### config.mk
export PLATFORM = sky130hd
export DESIGN_NAME = fp_div_seq
export DESIGN_NICKNAME = d
export VERILOG_FILES = /design/src/rtl/fp_div_seq.sv
export SDC_FILE = /design/constraint.sdc
export NUM_CORES = 1
export LEC_CHECK = 0
export ABC_CLOCK_PERIOD_IN_PS = 8500
export CAP_MARGIN = 30
export CORE_MARGIN = 2
export CORE_UTILIZATION = 50
export CTS_CLUSTER_DIAMETER = 100
export DETAILED_ROUTE_END_ITERATION = 8
export GPL_TIMING_DRIVEN = 0
export PLACE_DENSITY = 0.74
export SYNTH_ARGS = -nofsm -noshare
export SYNTH_HDL_FRONTEND = slang
export SYNTH_SLANG_ARGS = --single-unit
export TNS_END_PERCENT = 100
### constraint.sdc
create_clock -name clk -period 8.5 [get_ports clk]
set_clock_uncertainty 0.15 [all_clocks]
set_input_delay 1.275 -clock clk [delete_from_list [all_inputs] [get_ports clk]]
set_output_delay 1.275 -clock clk [all_outputs]
set_load 0.05 [all_outputs]
### src/rtl/fp_div_seq.sv
// fp_div_seq: iterative floating-point divider, one restoring quotient bit per cycle,
// valid/ready on both sides. Define FP_DIV_RNE_EN for round-to-nearest-even, else truncation.
module fp_div_seq #(
   parameter int unsigned EXP_W = 8,
   parameter int unsigned MAN_W = 23
) (
   input  logic                   clk,
   input  logic                   rst,
   input  logic                   in_valid,
   output logic                   in_ready,
   input  logic [EXP_W+MAN_W:0]   a,
   input  logic [EXP_W+MAN_W:0]   b,
   output logic                   out_valid,
   input  logic                   out_ready,
   output logic [EXP_W+MAN_W:0]   result,
   output logic                   Exception
);
   localparam int unsigned W  = 1 + EXP_W + MAN_W;
   localparam int unsigned Q  = MAN_W + 3;
   localparam int unsigned EW = EXP_W + 2;
   localparam int unsigned CW = $clog2(Q);

   localparam logic signed [EW-1:0] BiasS = EW'((2 ** (EXP_W - 1)) - 1);
   localparam logic signed [EW-1:0] MaxS  = EW'((2 ** EXP_W) - 1);
   localparam logic signed [EW-1:0] ZeroS = '0;
   localparam logic signed [EW-1:0] OneS  = EW'(1);
   localparam logic [W-1:0] QNaN = {1'b0, {EXP_W{1'b1}}, 1'b1, {(MAN_W - 1){1'b0}}};

`ifdef FP_DIV_RNE_EN
   localparam bit RneEn = 1'b1;
`else
   localparam bit RneEn = 1'b0;
`endif

   typedef enum logic [1:0] {StIdle, StCalc, StNorm, StDone} state_e;

   state_e                 state_q, state_d;
   logic [CW-1:0]          cnt_q, cnt_d;
   logic [MAN_W+1:0]       rem_q, rem_d;
   logic [MAN_W:0]         div_q, div_d;
   logic [Q-1:0]           quo_q, quo_d;
   logic signed [EW-1:0]   exp_q, exp_d;
   logic                   sign_q, sign_d;
   logic [W-1:0]           result_q, result_d;
   logic                   exc_q, exc_d;

   logic [EXP_W-1:0]       ea, eb;
   logic [MAN_W-1:0]       fa, fb;
   logic                   a_nan, b_nan, a_inf, b_inf, a_zero, b_zero, s_in;
   logic [MAN_W+2:0]       trial;
   logic                   ge;
   logic [MAN_W+1:0]       rem_nx;
   logic [Q-1:0]           norm;
   logic signed [EW-1:0]   e1, e2;
   logic [MAN_W-1:0]       frac;
   logic                   guard, rnd, sticky, inc;
   logic [MAN_W:0]         sum;

   always_comb begin
      ea     = a[W-2:MAN_W];
      eb     = b[W-2:MAN_W];
      fa     = a[MAN_W-1:0];
      fb     = b[MAN_W-1:0];
      s_in   = a[W-1] ^ b[W-1];
      a_nan  = (&ea) && (|fa);
      b_nan  = (&eb) && (|fb);
      a_inf  = (&ea) && !(|fa);
      b_inf  = (&eb) && !(|fb);
      // Zero exponent covers subnormals, which are flushed to zero.
      a_zero = !(|ea);
      b_zero = !(|eb);
   end

   always_comb begin
      trial  = {1'b0, rem_q} - {2'b00, div_q};
      ge     = ~trial[MAN_W+2];
      rem_nx = ge ? trial[MAN_W+1:0] : rem_q;

      norm   = quo_q[Q-1] ? quo_q : {quo_q[Q-2:0], 1'b0};
      e1     = quo_q[Q-1] ? exp_q : exp_q - OneS;
      frac   = norm[Q-2:2];
      guard  = norm[1];
      rnd    = norm[0];
      sticky = |rem_q;
      inc    = RneEn & guard & (rnd | sticky | frac[0]);
      sum    = {1'b0, frac} + {{MAN_W{1'b0}}, inc};
      // Rounding carry renormalises to 1.0 with the exponent bumped.
      e2     = sum[MAN_W] ? e1 + OneS : e1;
   end

   always_comb begin
      state_d  = state_q;
      cnt_d    = cnt_q;
      rem_d    = rem_q;
      div_d    = div_q;
      quo_d    = quo_q;
      exp_d    = exp_q;
      sign_d   = sign_q;
      result_d = result_q;
      exc_d    = exc_q;

      unique case (state_q)
         StIdle: begin
            if (in_valid) begin
               sign_d = s_in;
               cnt_d  = '0;
               rem_d  = {2'b01, fa};
               div_d  = {1'b1, fb};
               quo_d  = '0;
               exp_d  = $signed({2'b00, ea}) - $signed({2'b00, eb}) + BiasS;
               if (a_nan || b_nan || (a_zero && b_zero) || (a_inf && b_inf)) begin
                  result_d = QNaN;
                  exc_d    = 1'b1;
                  state_d  = StDone;
               end else if (a_inf || b_zero) begin
                  result_d = {s_in, {EXP_W{1'b1}}, {MAN_W{1'b0}}};
                  exc_d    = 1'b1;
                  state_d  = StDone;
               end else if (a_zero || b_inf) begin
                  result_d = {s_in, {(W - 1){1'b0}}};
                  exc_d    = 1'b0;
                  state_d  = StDone;
               end else begin
                  state_d = StCalc;
               end
            end
         end
         StCalc: begin
            rem_d = rem_nx << 1;
            quo_d = {quo_q[Q-2:0], ge};
            cnt_d = cnt_q + 1'b1;
            if (cnt_q == CW'(Q - 1)) state_d = StNorm;
         end
         StNorm: begin
            state_d = StDone;
            if (e2 >= MaxS) begin
               result_d = {sign_q, {EXP_W{1'b1}}, {MAN_W{1'b0}}};
               exc_d    = 1'b1;
            end else if (e2 <= ZeroS) begin
               result_d = {sign_q, {(W - 1){1'b0}}};
               exc_d    = 1'b1;
            end else begin
               result_d = {sign_q, e2[EXP_W-1:0], sum[MAN_W-1:0]};
               exc_d    = 1'b0;
            end
         end
         StDone: begin
            if (out_ready) state_d = StIdle;
         end
      endcase
   end

   always_ff @(posedge clk) begin
      if (rst) begin
         state_q  <= StIdle;
         cnt_q    <= '0;
         rem_q    <= '0;
         div_q    <= '0;
         quo_q    <= '0;
         exp_q    <= '0;
         sign_q   <= 1'b0;
         result_q <= '0;
         exc_q    <= 1'b0;
      end else begin
         state_q  <= state_d;
         cnt_q    <= cnt_d;
         rem_q    <= rem_d;
         div_q    <= div_d;
         quo_q    <= quo_d;
         exp_q    <= exp_d;
         sign_q   <= sign_d;
         result_q <= result_d;
         exc_q    <= exc_d;
      end
   end

   assign in_ready  = (state_q == StIdle);
   assign out_valid = (state_q == StDone);
   assign result    = result_q;
   assign Exception = exc_q;

endmodule

==> results of run 1 <==
sequential cells by signal, summed over array words and instances, names as in the netlist:
signal / cells
cnt_q: 5
quo_q: 26
rem_q: 25
state_q: 2
exp_q: 10
Exception: 1
sign_q: 1
div_q: 24
result: 32
routing by layer:
| metal | part of all wire, % | wire length (um) | GRT usage, % | up-vias |
|---|---|---|---|---|
| li1 | - | - | - | 3773 |
| met1 | 45 | 9900 | 36.5 | 3572 |
| met2 | 46 | 10100 | 44.6 | 235 |
| met3 | 5.5 | 1210 | 5.11 | 44 |
| met4 | 2.6 | 577 | 10.8 | 0 |
| met5 | 0 | 0 | 0 | - |
critical path: stages:
cell	delay, ns
clkdlybuf4s50_1	0.50
inv_1	0.06
ha_1	0.22
fa_1	0.40
nor2b_1	0.14
o21a_1	0.14
nor2_1	0.05
xnor2_1	0.16
a211o_1	0.33
nor3_1	0.31
o2111ai_1	0.19
a21oi_1	0.19
stage by stage:
stage	util (%)	hold WS (ns)	cells
final	63.1	0.298	1296
after global routing	63.1	0.316	1296
after CTS	63.1	0.302	1296
after detailed placement	59.0	0.293	1264
after global placement	59.0	0.289	1264
after floorplan	-	0.285	974
cells in the mapped netlist (3+ instances only):
| master | count |
|---|---|
| a211o_1 | 5 |
| a211oi_1 | 16 |
| a21o_1 | 7 |
| a21oi_1 | 86 |
| a221oi_1 | 4 |
| a22oi_1 | 33 |
| a311oi_1 | 6 |
| a31oi_1 | 6 |
| and2_1 | 6 |
| and3_1 | 10 |
| buf_2 | 3 |
| clkbuf_1 | 44 |
| dfxtp_1 | 126 |
| ha_1 | 40 |
| inv_1 | 49 |
| mux2_2 | 26 |
| mux2i_1 | 9 |
| nand2_1 | 113 |
| nand2b_1 | 6 |
| nand3_1 | 31 |
| nand4_1 | 15 |
| nand4b_1 | 3 |
| nor2_1 | 100 |
| nor2b_1 | 8 |
| nor3_1 | 31 |
| nor4_1 | 18 |
| o211ai_1 | 10 |
| o21a_1 | 14 |
| o21ai_0 | 43 |
| o22ai_1 | 9 |
| o31ai_1 | 9 |
| o41ai_1 | 3 |
| or2_2 | 5 |
| or3_1 | 11 |
| xnor2_1 | 19 |
| xor2_1 | 11 |
final timing paths:
| check | from | to | slack, ns | cells after the start |
|---|---|---|---|---|
| worst min register to register | result[14] | result[14] | 0.30 | 2 |
| worst max register to register | rem_q[18] | rem_q[9] | 5.03 | 10 |
| worst min-delay path | result[14] | result[14] | 0.30 | 2 |
| worst max-delay path | a[23] | exp_q[9] | 4.74 | 12 |
layout make-up:
class,count,area [um^2]
Inverter,50,188
Fill cell,1332,5550
Multi-Input combinational cell,742,4640
Tap cell,188,235
Clock buffer,17,425
Timing Repair Buffer,102,1020
Sequential cell,126,2520
Clock inverter,15,200
Buffer,56,260
kinds of logic after synthesis:
kind of cell	synth area share, %
flip-flops	33.2
multiplexers	5.03
XOR/XNOR	3.45
buffers and inverters	5.89
adder cells (fa/ha/maj)	7.11
AND/OR/NAND/NOR	22.7
AO/OA/AOI/OAI	22.7
power breakdown:
part	leakage (nW)	switching, mW	internal (mW)
Combinational	2.19	1.28	0.789
Sequential	1.03	0.0909	0.703
Clock	0.307	0.301	0.471
Total	3.53	1.67	1.96
==> qor.txt, run 1 <==
TIMING
----------------------------------------------------------------------------------------
Post-layout worst setup margin                                                   4.74 ns
Portion of the clock cycle consumed by the worst path in the final layout          44.3%
Worst slew pin tran                                                             0.916 ns
Unrepaired setup endpoints after global routing                                       no
Highest clock frequency the design can meet                                      266 MHz
Rel. slew slack                                                                    38.4%
Final setup TNS                                                                     0 ns
Clock period minus final worst setup slack                                       3.76 ns
Total of endpoints with negative setup slack in the final report                       0
Number of max-slew violations in the final report                                      0
Number of hold violations in the final report                                          0

CELLS AND AREA
----------------------------------------------------------------------------------------
Layout net count                                                                    1205
Fraction of final layout cells with drive strength greater than 1                  7.31%
Most frequent cells in the layout                                           126 x dfxtp_1, 113 x nand2_1, 102 x clkdlybuf4s50_1
Area of all placed cells without fillers                                       9490 um^2
Layout overhead on the synthesized area                                            24.7%
Most frequent standard cell in the layout excluding fill and tap cells           dfxtp_1
Number of antenna repair diodes                                                        0

YOSYS
----------------------------------------------------------------------------------------
Share of the synthesized area in the top cell type                                 33.2%
Synthesis-stage register bit count                                                   126
Total standard cell area after synthesis                                       7610 um^2
Per-instance average area after synthesis                                      7.81 um^2
Number of enable flip-flop cells after synthesis                                       0
Synthesized Nets                                                                    1084
Post-Synthesis Cells                                                                 974
Post-synthesis cell type with the largest combined area                          dfxtp_1
Top flip-flop cell by instance count after synthesis                             dfxtp_1
Async S/R FF share, synth                                                             0%
Largest cells by area after synthesis                                       dfxtp_1 33%, ha_1 6.6%, a21oi_1 5.7%
Number of different library cells in the post-synthesis netlist                       63
Syn. warnings                                                                          0
Sequential-to-total area share from yosys stat                                     33.2%

POWER AND IR DROP
----------------------------------------------------------------------------------------
Standby leakage power                                                            3.53 nW
Largest vdd supply drop                                                           201 uV
Pwr Density                                                                  383 nW/um^2
Total power of the final layout                                                  3.63 mW

DETAILED ROUTING
----------------------------------------------------------------------------------------
Number of design rule violations left after detail routing                             0
Count of routing violations after the opening detailed-route iteration               577
Detailed Route WL                                                               21800 um
Average wire per cell in the routed design                                       16.8 um
Number of vias per cell after detailed routing                                      5.88
Total number of vias                                                                7624
First-pass iteration count of the detailed router                                      5
Post-route antenna net violation count                                                 0

CRITICAL PATH
----------------------------------------------------------------------------------------
Critical path fanouts, max                                                             4
Worst setup SP type                                                         primary input
Crit Path Class                                                             primary input to register
Arrival time reported for the critical path endpoint                             3.97 ns
Required time of the critical path                                               8.70 ns
Crit. End Element                                                               register

DIE
----------------------------------------------------------------------------------------
Height of the die                                                                 127 um
Std-Cell Core Area                                                            15000 um^2
Initial cell density of the core                                                   50.6%
Cell Rows                                                                             45
Die extent in x                                                                   127 um
Ports placed on the boundary                                                         103
Die outline area                                                              16200 um^2

PLACED DESIGN
----------------------------------------------------------------------------------------
Post-DP HPWL                                                                    16500 um
Placed inst area                                                               8860 um^2
Post-placement worst setup slack                                                 4.30 ns
Count of port buffers added during placement                                         102
Global placer's final weighted congestion                                          0.964

CLOCK TREE
----------------------------------------------------------------------------------------
Buffers inserted during post-CTS setup optimization                                    0
Number of gates resized after CTS                                                      0
Deepest level of the CTS H-tree                                                        4
Number of buffers created by CTS                                                      17
Root Driver                                                                    clkbuf_16
Number of hold-repair buffers added at the cts stage                                   0
Clock-pin transition on the worst setup and hold timing paths                    0.06 ns
Source-to-sink clock delay at the later pin of the worst-skew pair               0.43 ns
TritonCTS clock tree                                                                done
Number of clock sinks                                                                126
Clk buf depth                                                                          2

GRT
----------------------------------------------------------------------------------------
Maximum number of pins on one net before global-route repair                          17
Remaining global-route overflow                                                        0
Number of global-route vias before repair                                           7186
Wire length of the first global-routing pass                                    35900 um
Initial antenna violation count                                                        0
Total GRT Usage                                                                    27.6%

JOB
----------------------------------------------------------------------------------------
# Max-Cap Violations                                                                   0

RUN STATUS
----------------------------------------------------------------------------------------
Outcome                                                                        completed

WORST HOLD PATH
----------------------------------------------------------------------------------------
Hold Crit Class                                                             register to register

Note: power is estimated with default switching activity, not from simulation.
==> run 2, diff against run 1 <==
--- a/config.mk
+++ b/config.mk
@@ -5,7 +5,7 @@
 export SDC_FILE = /design/constraint.sdc
 export NUM_CORES = 1
 export LEC_CHECK = 0
-export ABC_CLOCK_PERIOD_IN_PS = 8500
+export ABC_CLOCK_PERIOD_IN_PS = 3900
 export CAP_MARGIN = 30
 export CORE_MARGIN = 2
 export CORE_UTILIZATION = 50
==> constraint.sdc (replaced) <==
create_clock -name clk -period 3.9 [get_ports clk]
set_clock_uncertainty 0.15 [all_clocks]
set_input_delay 0.585 -clock clk [delete_from_list [all_inputs] [get_ports clk]]
set_output_delay 0.585 -clock clk [all_outputs]
set_load 0.05 [all_outputs]
==> results of run 2 <==
Same layout as run 1 (identical final DEF). Status: completed.
Main changes from that run: setup slack after placement 4.30 ns -> 0.391 ns; setup slack after layout 4.74 ns -> 0.433 ns; start point of the critical path a[23] -> rem_q[18]; end point of the critical path exp_q[9] -> rem_q[9]; register-to-register setup slack 5.03 ns -> 0.43 ns; total power 3.63 mW -> 7.92 mW; worst IR drop on VDD 201 uV -> 437 uV
